File: config.mk
export PLATFORM = sky130hd
export DESIGN_NAME = des_ahb_master
export DESIGN_NICKNAME = d
export VERILOG_FILES = /design/src/rtl/des_pkg.sv /design/src/rtl/ahb_single_xfer.sv /design/src/rtl/des_ahb_master.sv
export SDC_FILE = /design/constraint.sdc
export NUM_CORES = 1
export LEC_CHECK = 0
export ABC_AREA = 0
export CAP_MARGIN = 20
export CORE_ASPECT_RATIO = 0.5
export CORE_UTILIZATION = 50
export CTS_CLUSTER_DIAMETER = 40
export DETAILED_ROUTE_END_ITERATION = 10
export GPL_TIMING_DRIVEN = 0
export PLACE_DENSITY_LB_ADDON = 0.15
export SYNTH_ARGS = -nofsm -noshare
export SYNTH_HDL_FRONTEND = slang
export SYNTH_SLANG_ARGS = --single-unit
File: constraint.sdc
create_clock -name HCLK -period 25.3 [get_ports HCLK]
set_clock_uncertainty 0.05 [all_clocks]
set_input_delay 5.06 -clock HCLK [delete_from_list [all_inputs] [get_ports HCLK]]
set_output_delay 5.06 -clock HCLK [all_outputs]
set_load 0.005 [all_outputs]
File: src/rtl/des_pkg.sv
// Shared definitions for the 3DES AHB master: register map, AHB encodings, FSM states.
package des_pkg;

    // Register offsets inside the 3DES slave
    localparam logic [7:0] OFF_KEY1   = 8'h00;
    localparam logic [7:0] OFF_KEY2   = 8'h08;
    localparam logic [7:0] OFF_KEY3   = 8'h10;
    localparam logic [7:0] OFF_DIN    = 8'h18;
    localparam logic [7:0] OFF_CTRL   = 8'h20;
    localparam logic [7:0] OFF_STATUS = 8'h28;
    localparam logic [7:0] OFF_DOUT   = 8'h30;

    // AHB encodings
    localparam logic [1:0] HTRANS_IDLE   = 2'b00;
    localparam logic [1:0] HTRANS_NONSEQ = 2'b10;
    localparam logic [2:0] HSIZE_DWORD   = 3'b011;
    localparam logic [2:0] HBURST_SINGLE = 3'b000;
    localparam logic [3:0] HPROT_DATA    = 4'b0011;

    typedef enum logic [3:0] {
        ST_IDLE,
        ST_WR_K1,
        ST_WR_K2,
        ST_WR_K3,
        ST_WR_DIN,
        ST_WR_CTRL,
        ST_RD_STAT,
        ST_RD_DOUT,
        ST_RESP
    } state_e;

    typedef enum logic [1:0] {
        P_IDLE,
        P_ADDR,
        P_DATA
    } xfer_phase_e;

    // Register targeted by the transfer issued in a given state
    function automatic logic [7:0] reg_offset(input state_e st);
        case (st)
            ST_WR_K1:   return OFF_KEY1;
            ST_WR_K2:   return OFF_KEY2;
            ST_WR_K3:   return OFF_KEY3;
            ST_WR_DIN:  return OFF_DIN;
            ST_WR_CTRL: return OFF_CTRL;
            ST_RD_STAT: return OFF_STATUS;
            ST_RD_DOUT: return OFF_DOUT;
            default:    return 8'h00;
        endcase
    endfunction

    function automatic logic is_write(input state_e st);
        return (st == ST_WR_K1) || (st == ST_WR_K2) || (st == ST_WR_K3) ||
               (st == ST_WR_DIN) || (st == ST_WR_CTRL);
    endfunction

    // Successor in the fixed write/read sequence (status polling handled by caller)
    function automatic state_e next_state(input state_e st);
        case (st)
            ST_WR_K1:   return ST_WR_K2;
            ST_WR_K2:   return ST_WR_K3;
            ST_WR_K3:   return ST_WR_DIN;
            ST_WR_DIN:  return ST_WR_CTRL;
            ST_WR_CTRL: return ST_RD_STAT;
            ST_RD_STAT: return ST_RD_DOUT;
            ST_RD_DOUT: return ST_RESP;
            default:    return ST_IDLE;
        endcase
    endfunction

endpackage

File: src/rtl/ahb_single_xfer.sv
// One non-overlapped AHB single transfer: address phase, data phase with wait
// states, error capture. start_i is taken on the edge it is sampled so that a new
// address phase can follow the previous data phase without a gap cycle.
module ahb_single_xfer
    import des_pkg::*;
(
    input  logic        clk_i,
    input  logic        rst_i,
    input  logic        start_i,
    input  logic [31:0] addr_i,
    input  logic        write_i,
    input  logic [63:0] wdata_i,   // sampled at the end of the address phase
    output logic        done_o,
    output logic        err_o,
    output logic [63:0] rdata_o,
    output logic [31:0] haddr_o,
    output logic        hwrite_o,
    output logic [1:0]  htrans_o,
    output logic [63:0] hwdata_o,
    input  logic        hready_i,
    input  logic        hresp_i,
    input  logic [63:0] hrdata_i
);

    xfer_phase_e phase_q;
    logic        err_q;
    logic [31:0] haddr_q;
    logic        hwrite_q;
    logic [1:0]  htrans_q;
    logic [63:0] hwdata_q;

    // Data phase ends on HREADY; an error seen anywhere in the data phase sticks
    assign done_o   = (phase_q == P_DATA) && hready_i;
    assign err_o    = err_q | hresp_i;
    assign rdata_o  = hrdata_i;
    assign haddr_o  = haddr_q;
    assign hwrite_o = hwrite_q;
    assign htrans_o = htrans_q;
    assign hwdata_o = hwdata_q;

    // Phase sequencer driving the registered AHB address/data signals
    always_ff @(posedge clk_i) begin
        if (rst_i) begin
            phase_q  <= P_IDLE;
            err_q    <= 1'b0;
            haddr_q  <= '0;
            hwrite_q <= 1'b0;
            htrans_q <= HTRANS_IDLE;
            hwdata_q <= '0;
        end else if (start_i && ((phase_q == P_IDLE) || done_o)) begin
            phase_q  <= P_ADDR;
            err_q    <= 1'b0;
            haddr_q  <= addr_i;
            hwrite_q <= write_i;
            htrans_q <= HTRANS_NONSEQ;
        end else begin
            case (phase_q)
                P_ADDR: begin
                    phase_q  <= P_DATA;
                    htrans_q <= HTRANS_IDLE;
                    hwdata_q <= wdata_i;
                end
                P_DATA: begin
                    if (hresp_i) err_q <= 1'b1;
                    if (hready_i) phase_q <= P_IDLE;
                end
                default: ;
            endcase
        end
    end

endmodule

File: src/rtl/des_ahb_master.sv
// AHB master that programs a 3DES slave: writes keys, data and control, polls
// status, reads the result and returns it on a one-cycle response pulse.
module des_ahb_master
    import des_pkg::*;
#(
    parameter logic [31:0] BASE_ADDR = 32'h0000_0000,
    parameter logic [15:0] POLL_MAX  = 16'd1000
) (
    input  logic        HCLK,
    input  logic        HRESET,
    input  logic        cmd_valid,
    output logic        cmd_ready,
    input  logic        cmd_decrypt,
    input  logic [63:0] cmd_key1,
    input  logic [63:0] cmd_key2,
    input  logic [63:0] cmd_key3,
    input  logic [63:0] cmd_data,
    output logic        rsp_valid,
    output logic [63:0] rsp_data,
    output logic        rsp_error,
    output logic [31:0] HADDR,
    output logic        HWRITE,
    output logic [1:0]  HTRANS,
    output logic [2:0]  HSIZE,
    output logic [2:0]  HBURST,
    output logic [3:0]  HPROT,
    output logic        HMASTLOCK,
    output logic [63:0] HWDATA,
    input  logic        HREADY,
    input  logic        HRESP,
    input  logic [63:0] HRDATA
);

    state_e      state_q, state_d;
    logic        launch, resp_err;
    logic [63:0] key1_q, key2_q, key3_q, data_q;
    logic        decrypt_q;
    logic [15:0] poll_q;
    logic        rsp_valid_q, rsp_error_q;
    logic [63:0] rsp_data_q;

    logic        xfer_done, xfer_err;
    logic [63:0] xfer_rdata;
    logic [31:0] xfer_addr;
    logic [63:0] xfer_wdata;

    assign cmd_ready = (state_q == ST_IDLE);
    assign rsp_valid = rsp_valid_q;
    assign rsp_error = rsp_error_q;
    assign rsp_data  = rsp_data_q;
    assign HSIZE     = HSIZE_DWORD;
    assign HBURST    = HBURST_SINGLE;
    assign HPROT     = HPROT_DATA;
    assign HMASTLOCK = 1'b0;

    // The next transfer's address comes from the state being entered
    assign xfer_addr = BASE_ADDR + {24'h0, reg_offset(state_d)};

    // Write data is needed one cycle after launch, when state_q already names the target
    always_comb begin
        case (state_q)
            ST_WR_K1:   xfer_wdata = key1_q;
            ST_WR_K2:   xfer_wdata = key2_q;
            ST_WR_K3:   xfer_wdata = key3_q;
            ST_WR_DIN:  xfer_wdata = data_q;
            ST_WR_CTRL: xfer_wdata = {62'h0, decrypt_q, 1'b1};
            default:    xfer_wdata = '0;
        endcase
    end

    // Next-state and transfer launch decision
    always_comb begin
        state_d  = state_q;
        launch   = 1'b0;
        resp_err = 1'b0;
        case (state_q)
            ST_IDLE: begin
                if (cmd_valid) begin
                    state_d = ST_WR_K1;
                    launch  = 1'b1;
                end
            end
            ST_WR_K1, ST_WR_K2, ST_WR_K3, ST_WR_DIN, ST_WR_CTRL, ST_RD_DOUT: begin
                if (xfer_done) begin
                    if (xfer_err || (state_q == ST_RD_DOUT)) begin
                        state_d  = ST_RESP;
                        resp_err = xfer_err;
                    end else begin
                        state_d = next_state(state_q);
                        launch  = 1'b1;
                    end
                end
            end
            ST_RD_STAT: begin
                if (xfer_done) begin
                    if (xfer_err) begin
                        state_d  = ST_RESP;
                        resp_err = 1'b1;
                    end else if (xfer_rdata[0]) begin
                        state_d = ST_RD_DOUT;
                        launch  = 1'b1;
                    end else if ((poll_q + 16'd1) >= POLL_MAX) begin
                        state_d  = ST_RESP;
                        resp_err = 1'b1;
                    end else begin
                        launch = 1'b1;
                    end
                end
            end
            ST_RESP: state_d = ST_IDLE;
            default: state_d = ST_IDLE;
        endcase
    end

    // FSM state, command capture, poll counter and registered response
    always_ff @(posedge HCLK) begin
        if (HRESET) begin
            state_q     <= ST_IDLE;
            poll_q      <= '0;
            rsp_valid_q <= 1'b0;
            rsp_error_q <= 1'b0;
            rsp_data_q  <= '0;
        end else begin
            state_q     <= state_d;
            rsp_valid_q <= (state_d == ST_RESP);
            if ((state_q == ST_IDLE) && cmd_valid) begin
                key1_q    <= cmd_key1;
                key2_q    <= cmd_key2;
                key3_q    <= cmd_key3;
                data_q    <= cmd_data;
                decrypt_q <= cmd_decrypt;
                poll_q    <= '0;
            end
            if ((state_q == ST_RD_STAT) && xfer_done && !xfer_err && !xfer_rdata[0])
                poll_q <= poll_q + 16'd1;
            if ((state_d == ST_RESP) && (state_q != ST_RESP))
                rsp_error_q <= resp_err;
            if ((state_q == ST_RD_DOUT) && xfer_done && !xfer_err)
                rsp_data_q <= xfer_rdata;
        end
    end

    ahb_single_xfer u_xfer (
        .clk_i    (HCLK),
        .rst_i    (HRESET),
        .start_i  (launch),
        .addr_i   (xfer_addr),
        .write_i  (is_write(state_d)),
        .wdata_i  (xfer_wdata),
        .done_o   (xfer_done),
        .err_o    (xfer_err),
        .rdata_o  (xfer_rdata),
        .haddr_o  (HADDR),
        .hwrite_o (HWRITE),
        .htrans_o (HTRANS),
        .hwdata_o (HWDATA),
        .hready_i (HREADY),
        .hresp_i  (HRESP),
        .hrdata_i (HRDATA)
    );

endmodule

* After elaboration in Yosys (flattened, before gate mapping)
Cells that the tools add are included.
Widths: inputs -> output; s select.
** Storage, ports and cells
- Output and inout bits :: 177
- Register bits after elaboration :: 420
- Word-level logic and storage cells :: 105
** Cells by class
- $add $sub $neg :: 1
- Reduce and logical (&&, ||, !) cells :: 30
- Magnitude comparators :: 1
- Equal/unequal tests :: 20
- Mux-type cells :: 33
- Bitwise operators :: 3
** Operators with widths (count)
- $pmux 64 s5 :: 1
- $pmux 6 s6 :: 1
- $eq 4x3->1 const B :: 8
- $mux 16 :: 2
- $mux 4 :: 7
- $pmux 4 s6 :: 1
- $add 16x1->16 const B :: 1
- $eq 4x2->1 const B :: 4
- $ge 16x10->1 const B :: 1
- $mux 1 :: 14
- $pmux 4 s3 :: 1
- $reduce_and 2->1 :: 5
- $logic_and 1x1->1 :: 9
- $eq 4x1->1 const B :: 2
- $logic_or 1x1->1 :: 6
- $mux 2 :: 3
- $reduce_bool 2->1 :: 3
- $reduce_or 6->1 :: 1
- $eq 4x4->1 const B :: 1
- $logic_not 4->1 :: 1
- $ne 4x4->1 const B :: 1
- $pmux 2 s2 :: 1
- $ne 3x3->1 const B :: 1
- $pmux 1 s3 :: 1
- 10 further kinds :: 12

* Depth between registers and ports, before layout
- Depth after elaboration :: 12
- Mapped depth :: 11

* By module
From an unflattened synthesis, not the netlist that was laid out.
** Second synthesis, totals
- Cells, all modules :: 1499
- Area total of the unflattened synthesis :: 17135.2 um^2
** Modules (own cells, without submodules)
- des_ahb_master :: cells an instance 985, area each 12871.1 um^2, sequential area each 9439.1 um^2, instances 1
- ahb_single_xfer :: cells an instance 514, area each 4264.1 um^2, sequential area each 2021.9 um^2, instances 1

* Worst setup path before layout
Ideal clock, no wire load.
- Path kind :: input port to flip-flop
- From :: in HRESET
- To :: reg data_q[0], enable pin
- Buffers on the path :: 2
- Path slack :: 8.231 ns
- Stages :: 3
- Arrival time :: 16.138 ns
- Data required time :: 24.369 ns
- Path through :: clkbuf_1 clkbuf_1 nor2_1
** Between the ends
- Word-level cells in the longest chain between the ends :: 2
** Ends and longest elaborated chain
- start, declared :: line des_ahb_master.sv:10 : input logic HRESET,
- $not 1->1 (no source line)
- $reduce_and 2->1 (no source line)
- end signal, assigned :: line des_ahb_master.sv:130 : data_q <= cmd_data;
- end, declared :: line des_ahb_master.sv:36 : logic [63:0] key1_q, key2_q, key3_q, data_q;
No other way between the ends.
A chain may end at the register's enable or synchronous reset.

* Worst setup path in the final report
- From :: in HRESET
- To :: reg data_q[31], enable pin
The elaborated chain is that of the path after synthesis.

==> impl_results.md <==
- Final Hold Viols: 0
- Finished Core Util: about three quarters
- #FFs+latches synth: 415
- Worst-Margin Slew: ~900 ps
- Post-route DRC: 0
- Global-route wire length before repair: 67.2 mm
- Final ANT Viol Nets: 0
- Peak supply drop: about 0.044 mV
- Hold slack: 407 ps
- # rows: 44
- Slew headroom: a little under two fifths
- Async S/R FF share, synth: 0%
- Final Slew Violations: 0
- Leak: 7.38 nW
- Port Buffers: 461
- CTS sink cnt: ~420
- Crit Path Category: input pin to flip-flop
- I/O pins: 503
- Pwr per Cell Area: 65.5 mW/mm^2
- Largest net degree at the start of global routing: 40
- Reg area: ~0.011 mm^2
- CTS buffer count: 39
- Root Buffer Master: clkbuf_16
- Most frequent cells in the layout: 461 x clkdlybuf4s50_1, 257 x edfxtp_1, 218 x a21oi_1, 158 x dfxtp_1, 144 x nand2_1
- Final period util: 30.3%
- Post-synth EDFFs: 257
- Total track usage: roughly 28%
- HP Class: flip-flop to flip-flop
- RSZ-0062 raised after global routing: no
- Crit end category: flip-flop
- Max Cap Viol: 0
- Die width: between 200 and 250 um
- Max Fclk: around 130 MHz
- Most common cell after layout, fill and taps aside: clkdlybuf4s50_1
- Top-area cell type share of the netlist area: approximately half
- Min Tclk post-route: 7660 ps
- Max stage delay on crit path: 630 ps
- Status: complete, no violations
- Area of the multi-input gates: around 0.0040 mm^2
- Req. time, crit path: 25530 ps
- Layout Nets: around 2100
- Starting Density: between 50% and 60%
- Yosys cell types: 52
- Cell Area, Placed: 0.0208 mm^2
- Global route overflow: 0
- Setup TNS: 0 ps
- Core Area: roughly 0.030 mm^2
- Hold Buf Count CTS: 0
- Final setup vio count: 0
- Drt via density: about 5.4
- HPWL Detailed: 32.3 mm
- Via count: roughly 12000
- Clock Tree Buf Depth: 3
- Worst R2R Start: state_q[0]
- Worst-path fanout max: 33
- 1st-iter DRT viols: just over 800
- # H-tree levels: 2
- Routed len/inst: ~20 um
- Synth Area per Inst: 12.2 um^2
- Post-synth top area cell: edfxtp_1
- Top_reg_cell synth: edfxtp_1
- Synth Instances: ~1300
- Hold path start: rsp_data[62]
- Design area: approximately 0.022 mm^2
- Slowest-stage cell, CP: clkbuf_1
- Share of cells above drive strength 1: between 6 and 7%
- Crit start category: input pin
- Final WL: ~45 mm
- CP cell instances: clkdlybuf4s50_1 -> clkbuf_1 -> clkbuf_1 -> nor2_4 -> buf_12 -> buf_12 -> buf_16 -> buf_12
- Cell repeated most along the worst path: buf_12
- Initial antenna violation count: 5
- Post-synthesis sequential area ratio: 71.0%
- Power Total: about 0.0014 W
- Die area: about 0.031 mm^2
- Resized cells post-CTS: 0
- Area grow syn2layout: 44.2%
- Fill cells: 1961
- Critical Path AT: slightly below 8000 ps
- Die span in y: 126 um
- Vias in the first global route: ~12000
- Clock-pin slew on the worst setup and hold paths: about 70 ps
- Post-CTS Setup Inserts: 0
- Worst Setup SP: HRESET
- DR pass1 iterations: 5
- Top post-synthesis cells by area: edfxtp_1 50%, dfxtp_1 21%, a21oi_1 7.1%, a22oi_1 6.1%, nand2_1 3.5%
- CTS tree: done
- Routability congestion estimate: about 0.85
- Clk_lat worst skew: ~540 ps
- Synth Cell Area: 0.0153 mm^2
- Synth warn: 0
[synth_stat cells (7+ instances only)]
cell type,number
a22oi_1,124
nand2_1,144
edfxtp_1,257
a21oi_1,218
o21ai_0,18
inv_1,7
clkbuf_1,75
nor3_1,7
nand3_1,9
dfxtp_1,158
nor2_1,108
buf_4,41
[layer usage]
metal / vias up / track usage [%] / wire, um
li1: 5673 / - / -
met1: 5749 / 32.3 / 17000
met2: 510 / 49.4 / 23100
met3: 118 / 5.81 / 2580
met4: 2 / 13.5 / 2010
met5: - / 0 / 13
[flip-flops by register name, summed over array words and instances, names as in the netlist, 2 cells and up]
name	count
key2_q	64
u_xfer.hwdata_o	64
u_xfer.haddr_o	3
key1_q	64
u_xfer.phase_q	2
poll_q	16
data_q	64
key3_q	64
state_q	4
rsp_data	64
[per-stage QoR]
stage | cells | setup WS, ps
3_5_place_dp | 2162 | 17100
4_1_cts | 2232 | 17660
2_1_floorplan | 1300 | 8230
3_3_place_gp | 2152 | 4120
5_1_grt | 2236 | 17530
6_report | 2237 | 17640
[power breakdown]
part / leakage (nW) / switching [W] / internal, W / total, W
clock network: 0.638 / 0.000255 / 0.000342 / 0.000598
registers: 3.66 / 0.00000635 / 0.000742 / 0.000748
logic: 3.07 / 0.0000421 / 0.0000606 / 0.000103
total: 7.38 / 0.000304 / 0.00114 / 0.00145
[cell type report]
cell class	instances	area share [%]
Sequential cell	415	49.2
Timing Repair Buffer	471	21.7
Multi-Input combinational cell	754	17.9
Clock buffer	50	4.98
Buffer	124	2.81
Tap cell	391	2.21
Clock inverter	20	0.928
Inverter	7	0.119
Antenna cell	5	0.0566
[worst max-delay path, delay by kind of cell]
family,cells,cell delay (ps)
buffers and inverters,7,2530
AND/OR/NAND/NOR,1,240
[logic make-up after synthesis]
logic type               after synthesis  share of synthesized area [%]
adder cells (fa/ha/maj)                1                         0.0816
AO/OA/AOI/OAI                        391                           15.3
AND/OR/NAND/NOR                      313                           8.83
flip-flops                           415                           71.0
XOR/XNOR                               6                          0.343
buffers and inverters                131                           4.23
multiplexers                           2                          0.131
other                                  2                         0.0490
[final timing paths]
check        cells past startpoint  slack (ps)      endpoint
max                              8       17640    data_q[31]
min                              2         410  rsp_data[62]
min reg2reg                      2         410  rsp_data[62]
max reg2reg                      8       21960    data_q[31]
Note: power is estimated with default switching activity, not from simulation.
